[config.mk]
export PLATFORM = sky130hd
export DESIGN_NAME = rr_arb4_sel
export DESIGN_NICKNAME = d
export VERILOG_FILES = /design/src/rtl/rr_arb4_pkg.sv /design/src/rtl/rr_pick4.sv /design/src/rtl/rr_arb4_sel.sv
export SDC_FILE = /design/constraint.sdc
export NUM_CORES = 1
export LEC_CHECK = 0
export ABC_AREA = 1
export BUFFER_PORTS_ARGS = -buffer_cell sky130_fd_sc_hd__buf_2
export CELL_PAD_IN_SITES_DETAIL_PLACEMENT = 1
export CELL_PAD_IN_SITES_GLOBAL_PLACEMENT = 1
export CORE_ASPECT_RATIO = 0.9
export CORE_UTILIZATION = 30
export CTS_BUF_LIST = sky130_fd_sc_hd__clkbuf_4 sky130_fd_sc_hd__clkbuf_8
export DETAILED_ROUTE_END_ITERATION = 6
export HOLD_SLACK_MARGIN = 0.12
export PLACE_DENSITY = 0.64
export SLEW_MARGIN = 20
export SYNTH_ARGS = -nofsm -noshare
export SYNTH_HDL_FRONTEND = slang
export SYNTH_SLANG_ARGS = --single-unit
[constraint.sdc]
create_clock -name clk -period 1.4 [get_ports clk]
set_input_delay 0.14 -clock clk [delete_from_list [all_inputs] [get_ports clk]]
set_output_delay 0.14 -clock clk [all_outputs]
set_load 0.03 [all_outputs]
[src/rtl/rr_arb4_pkg.sv]
// Shared constants and state encoding for the 4-way round-robin arbiter.
package rr_arb4_pkg;
  localparam int NUM_REQ = 4;
  localparam int IDX_W   = 2;

  typedef enum logic [1:0] {
    IDLE    = 2'd0,
    GRANT   = 2'd1,
    RELEASE = 2'd2
  } arb_state_t;
endpackage

[src/rtl/rr_pick4.sv]
// Combinational round-robin picker: first set request at or after ptr, wrapping mod 4.
module rr_pick4
  import rr_arb4_pkg::*;
(
  input  logic [NUM_REQ-1:0] req,
  input  logic [IDX_W-1:0]   ptr,
  output logic [IDX_W-1:0]   win_idx,
  output logic               any_req
);
  logic             w_found;
  logic [IDX_W-1:0] w_cand;

  assign any_req = |req;

  always_comb begin
    win_idx = '0;
    w_found = 1'b0;
    w_cand  = '0;
    for (int k = 0; k < NUM_REQ; k++) begin
      w_cand = ptr + IDX_W'(k);
      if (!w_found && req[w_cand]) begin
        win_idx = w_cand;
        w_found = 1'b1;
      end
    end
  end
endmodule

[src/rtl/rr_arb4_sel.sv]
// Round-robin arbiter producing the select index for the downstream 2-to-4 decoder.
// Define RR_ARB4_WATCHDOG_EN to add the MAX_HOLD forced-release watchdog and timeout_err.
module rr_arb4_sel
  import rr_arb4_pkg::*;
#(
  parameter int MAX_HOLD = 16,
  parameter int CNT_W    = 8
) (
  input  logic               clk,
  input  logic               rst_n,
  input  logic [NUM_REQ-1:0] req,
  input  logic               done,
  output logic [IDX_W-1:0]   gnt_idx,
  output logic               gnt_valid,
  output logic               busy,
  output logic               timeout_err
);
  if (MAX_HOLD < 2 || MAX_HOLD > 255 || (MAX_HOLD >> CNT_W) != 0) begin : g_bad_param
    $error("rr_arb4_sel: MAX_HOLD must be 2..255 and below 2**CNT_W");
  end

  arb_state_t       r_state, w_state_nxt;
  logic [IDX_W-1:0] r_ptr, w_ptr_nxt;
  logic [IDX_W-1:0] r_gnt_idx, w_idx_nxt;
  logic             r_gnt_valid, w_vld_nxt;
  logic             r_busy, w_busy_nxt;
  logic [IDX_W-1:0] w_win_idx;
  logic             w_any_req;
  logic             w_wd_hit;
  logic             w_release;

`ifdef RR_ARB4_WATCHDOG_EN
  logic [CNT_W-1:0] r_cnt, w_cnt_nxt;
  logic             r_timeout_err, w_to_nxt;

  // Terminal count is reached on the MAX_HOLD-th cycle of a tenure.
  assign w_wd_hit    = (r_cnt == CNT_W'(MAX_HOLD - 1));
  assign timeout_err = r_timeout_err;
`else
  assign w_wd_hit    = 1'b0;
  assign timeout_err = 1'b0;
`endif

  rr_pick4 u_pick (
    .req     (req),
    .ptr     (r_ptr),
    .win_idx (w_win_idx),
    .any_req (w_any_req)
  );

  assign w_release = done | ~req[r_gnt_idx] | w_wd_hit;

  always_comb begin
    w_state_nxt = r_state;
    w_ptr_nxt   = r_ptr;
    w_idx_nxt   = r_gnt_idx;
    w_vld_nxt   = r_gnt_valid;
    w_busy_nxt  = r_busy;
`ifdef RR_ARB4_WATCHDOG_EN
    w_cnt_nxt   = r_cnt;
    w_to_nxt    = 1'b0;
`endif
    case (r_state)
      IDLE: begin
        if (w_any_req) begin
          w_state_nxt = GRANT;
          w_idx_nxt   = w_win_idx;
          w_vld_nxt   = 1'b1;
          w_busy_nxt  = 1'b1;
`ifdef RR_ARB4_WATCHDOG_EN
          w_cnt_nxt   = '0;
`endif
        end
      end
      GRANT: begin
        if (w_release) begin
          w_state_nxt = RELEASE;
          w_vld_nxt   = 1'b0;
          w_ptr_nxt   = r_gnt_idx + 1'b1;
`ifdef RR_ARB4_WATCHDOG_EN
          // A genuine done or request drop on the terminal cycle is a normal release.
          w_to_nxt    = w_wd_hit & ~done & req[r_gnt_idx];
        end else if (r_cnt != '1) begin
          w_cnt_nxt   = r_cnt + 1'b1;
`endif
        end
      end
      RELEASE: begin
        w_state_nxt = IDLE;
        w_busy_nxt  = 1'b0;
      end
      default: begin
        w_state_nxt = IDLE;
        w_vld_nxt   = 1'b0;
        w_busy_nxt  = 1'b0;
      end
    endcase
  end

  always_ff @(posedge clk or negedge rst_n) begin
    if (!rst_n) begin
      r_state     <= IDLE;
      r_ptr       <= '0;
      r_gnt_idx   <= '0;
      r_gnt_valid <= 1'b0;
      r_busy      <= 1'b0;
    end else begin
      r_state     <= w_state_nxt;
      r_ptr       <= w_ptr_nxt;
      r_gnt_idx   <= w_idx_nxt;
      r_gnt_valid <= w_vld_nxt;
      r_busy      <= w_busy_nxt;
    end
  end

`ifdef RR_ARB4_WATCHDOG_EN
  always_ff @(posedge clk or negedge rst_n) begin
    if (!rst_n) begin
      r_cnt         <= '0;
      r_timeout_err <= 1'b0;
    end else begin
      r_cnt         <= w_cnt_nxt;
      r_timeout_err <= w_to_nxt;
    end
  end
`endif

  assign gnt_idx   = r_gnt_idx;
  assign gnt_valid = r_gnt_valid;
  assign busy      = r_busy;
endmodule

==> results.md <==
Global route:
- Global routing used 17.0% of the available tracks.
- The global-route wire length before repair is 2870 µm.
- The via count of the first global-routing pass is roughly 650.
- The maximum number of pins on one net before global-route repair is 9.
- The total grt overflow is 0.
- The initial antenna violation count is 0.

Yosys:
- The complex-gate fraction of the synthesized area is 7.60%.
- After synthesis, the share of flip-flops with an asynchronous set or reset is 100%.
- The xor/xnor share of the synthesized area is 1.33%.
- In this run, synthesis produced a sequential element count of 8.
- The top cell type by area accounts for about 30% of the synthesized area.
- The portion of synthesized area spent on multiplexers is 0%.
- nand2_1 is the most common cell in the netlist.
- The number of nets in the synthesized netlist is 112.
- Of all cell types, the one taking the most synthesized area is dfrtp_1.
- The synthesized instance count is around 110.
- In this run the cell area of the synthesized design comes to 658 µm².
- The commonest cells after synthesis are nand2_1, nand2_2, dfrtp_1, inv_1, nand3_1.
- The share of synthesized area occupied by flip-flops and latches is 30.4%.
- During synthesis, Yosys emitted a total of 0 warnings.
- The synthesized design contains 0 enable-type register cells.
- The simple logic cell fraction of the synthesized area is 47.7%.
- The most used flip-flop cell after synthesis is dfrtp_1.
- The main combinational cell family by area after synthesis is simple AND/OR/NAND/NOR gates.
- Sorting the synthesized cells by area gives the leading types as dfrtp_1, nand2_1, nand2_2, nand3_1, inv_1.
- The adder-cell share of the synthesized area is 0%.
- The number of distinct standard cells referenced by the synthesized netlist is 20.
- In this run the mean area of a mapped cell was between 6 and 7 µm².

Clock network:
- Clock-pin slew was measured on the worst setup and hold paths at 0.05 ns.
- TritonCTS built the clock tree.
- The tree is rooted in a clkbuf_4.
- In this run the number of H-tree levels came out at 1.
- The clock drives 8 sinks.
- The clock latency of the later-clocked register in the worst-skew pair is 0.25 ns.
- The total clock buffers created by CTS is 3.
- No sink is reached through more buffers than the 2 on the longest clock path.

Worst setup path:
- The worst endpoint required time is 1.58 ns.
- For the worst setup path, the data arrival time is 1.54 ns.
- The category of the worst setup path launch point is a flop.
- The endpoint kind of the worst setup timing path is a flop.
- The worst setup path is of the flop to flop kind.
- Along the worst path, the maximum fanout reaches 8.

Placed design:
- The placement-stage cell area is about 740 µm².
- The half-perimeter wire length after placement is 1340 µm.
- The routability-driven placement congestion ratio is just under 0.8.
- The number of instances in the placed design is 140.
- The total of buffers placed on input and output ports is 10.

Power and ir drop:
- The leakage component of the power is 0.485 nW.
- The ratio of total power to cell area is between 2000 and 3000 nW/µm².
- IR analysis of the VDD net gives a maximum drop of 1.19 mV.

Drt:
- Once detail routing completed, the nets flagged for antenna violations numbered 0.
- The overall routed net length is ~1800 µm.
- For this run, design rule violations remaining after detail routing come to 0.
- The number of vias per cell after detailed routing is 4.64.
- The number of DRC violations after detailed-routing iteration 0 is 8.
- The first detailed-routing pass took 2 iterations.
- After detailed routing, the average wire length per cell comes to ~12 µm.
- The final route contains a little under 700 vias.

Floorplanning:
- The number of top-level pins is 12.
- The die extent in x is 51.4 µm.
- The y dimension of the die is 46.4 µm.
- Once the floorplan was initialized, standard cells occupied 33.1% of the core.
- The die covers 2390 µm².
- The site row count is 15.
- The area of the core is 1990 µm².

Finish:
- The repair_antennas step left the layout with diodes totalling 0.
- Relative to the synthesized area, the layout overhead comes to 33.1%.
- In the final layout, the share of cells above drive strength 1 is 39.8%.
- The summed area of non-filler cells in the final layout is 876 µm².
- The filler cell count is 267.
- The final layout net count is ~130.
- The number of cells in the finished layout apart from fillers is 148.

STA:
- The final cycle utilization of the critical path is 97.0%.
- The count of final setup violators is 0.
- The final count of pins violating max slew is 0.
- The final number of hold-violating endpoints came to 0.
- For this run, the top clock speed supported by timing is 0.736 GHz.
- Between clock sinks in the finished design, the worst skew comes to roughly 0.0044 ns.
- Setup repair after global routing could not meet its margin everywhere.
- The shortest clock period the worst path allows after layout is 1.36 ns.

Min path:
- In this run the worst hold path is classified as input pin to flop.

Job:
- Across the run, the number of max-cap violations was 0.

Status:
- The run finished with clean final reports.
-- layer usage --
metal	vias up	global-route usage, %	part of all wire (%)
li1	359	-	-
met1	317	22.8	50
met2	11	27.0	46
met3	0	6.27	3.6
met4	0	1.62	0
met5	-	0	0
-- worst max-delay path, cell delays in order (launching register included) --
cell,delay (ns)
dfrtp_2,0.47
buf_6,0.16
nand2_4,0.05
nand2_4,0.05
nand2_4,0.08
nand2_4,0.05
nor2_4,0.13
nand3_2,0.08
nand2_2,0.07
nor2_1,0.04
nor2_1,0.10
-- cells in the final DEF, fill, tap and decap left out, types with 2 or more instances in the layout --
cell | Yosys | routed
buf_6 | 1 | 2
nand3_1 | 8 | 4
o21ai_1 | 3 | 3
buf_4 | 1 | 4
nor2_1 | 7 | 7
nand2_4 | 1 | 5
nand2_1 | 43 | 36
o21ai_0 | 2 | 2
buf_2 | 0 | 10
a21oi_1 | 2 | 2
dfrtp_1 | 8 | 6
inv_1 | 8 | 8
clkbuf_4 | 0 | 3
nand2_2 | 10 | 13
inv_2 | 4 | 2
nand3_2 | 0 | 4
dfrtp_2 | 0 | 2
inv_4 | 0 | 2
-- power by group --
part / internal (W) / leakage, nW / switching (W)
Sequential: 0.000354 / 0.0921 / 0.000183
Combinational: 0.000645 / 0.379 / 0.000949
Clock: 0.0000979 / 0.0138 / 0.0000756
-- final cells by class --
type | count | area [µm²] | share of cell area, %
repair buffers | 17 | 113 | 12.9
inverters | 13 | 67.6 | 7.71
clock buffers | 3 | 22.5 | 2.57
multi-input cells | 82 | 439 | 50.1
flip-flops and latches | 8 | 203 | 23.1
well taps | 25 | 31.3 | 3.57
-- cell families (layout without fill, tap and decap cells) --
group / Yosys count / after routing
compound gates: 9 / 9
xor+xnor: 1 / 1
flops: 8 / 8
simple gates: 71 / 71
other cells: 1 / 1
buf+inv: 15 / 33
-- metrics by stage --
stage	hold WS [ns]	utilization, %	setup WS, ns	power, W	TNS [ns]
6_report	0.211	44.0	0.0418	0.00230	0
5_1_grt	0.254	44.0	-0.104	0.00254	-0.203
4_1_cts	0.210	39.6	0.00317	0.00208	0
3_5_place_dp	-0.00344	37.0	-0.0606	0.00182	-0.0606
3_3_place_gp	-0.00939	37.0	-0.00679	0.00179	-0.00679
2_1_floorplan	-0.156	-	0.129	0.00151	0
-- repair_timing --
action | in CTS | in global routing
resized for setup | 4 | 18
pin swaps | 0 | 10
endpoints found under the hold margin | 8 | 0
setup endpoints to repair | 2 | 3
setup buffers | 1 | 3
hold buffers | 1 | 0
-- worst paths after layout --
check / start / end / slack, ns / cells past startpoint
max in group asynchronous: rst_n / r_ptr[0] / 0.95 / 2
min reg2reg: gnt_valid / gnt_valid / 0.47 / 2
max: r_ptr[0] / gnt_idx[1] / 0.04 / 10
min in group asynchronous: rst_n / r_state[0] / 0.27 / 2
max reg2reg: r_ptr[0] / gnt_idx[1] / 0.04 / 10
min: done / r_state[0] / 0.21 / 4
-- state kept, by name (all words and copies together) (netlist names) --
register,flops
busy,1
r_ptr,2
gnt_idx,2
r_state,2
gnt_valid,1
(Power assumes the default switching activity.)
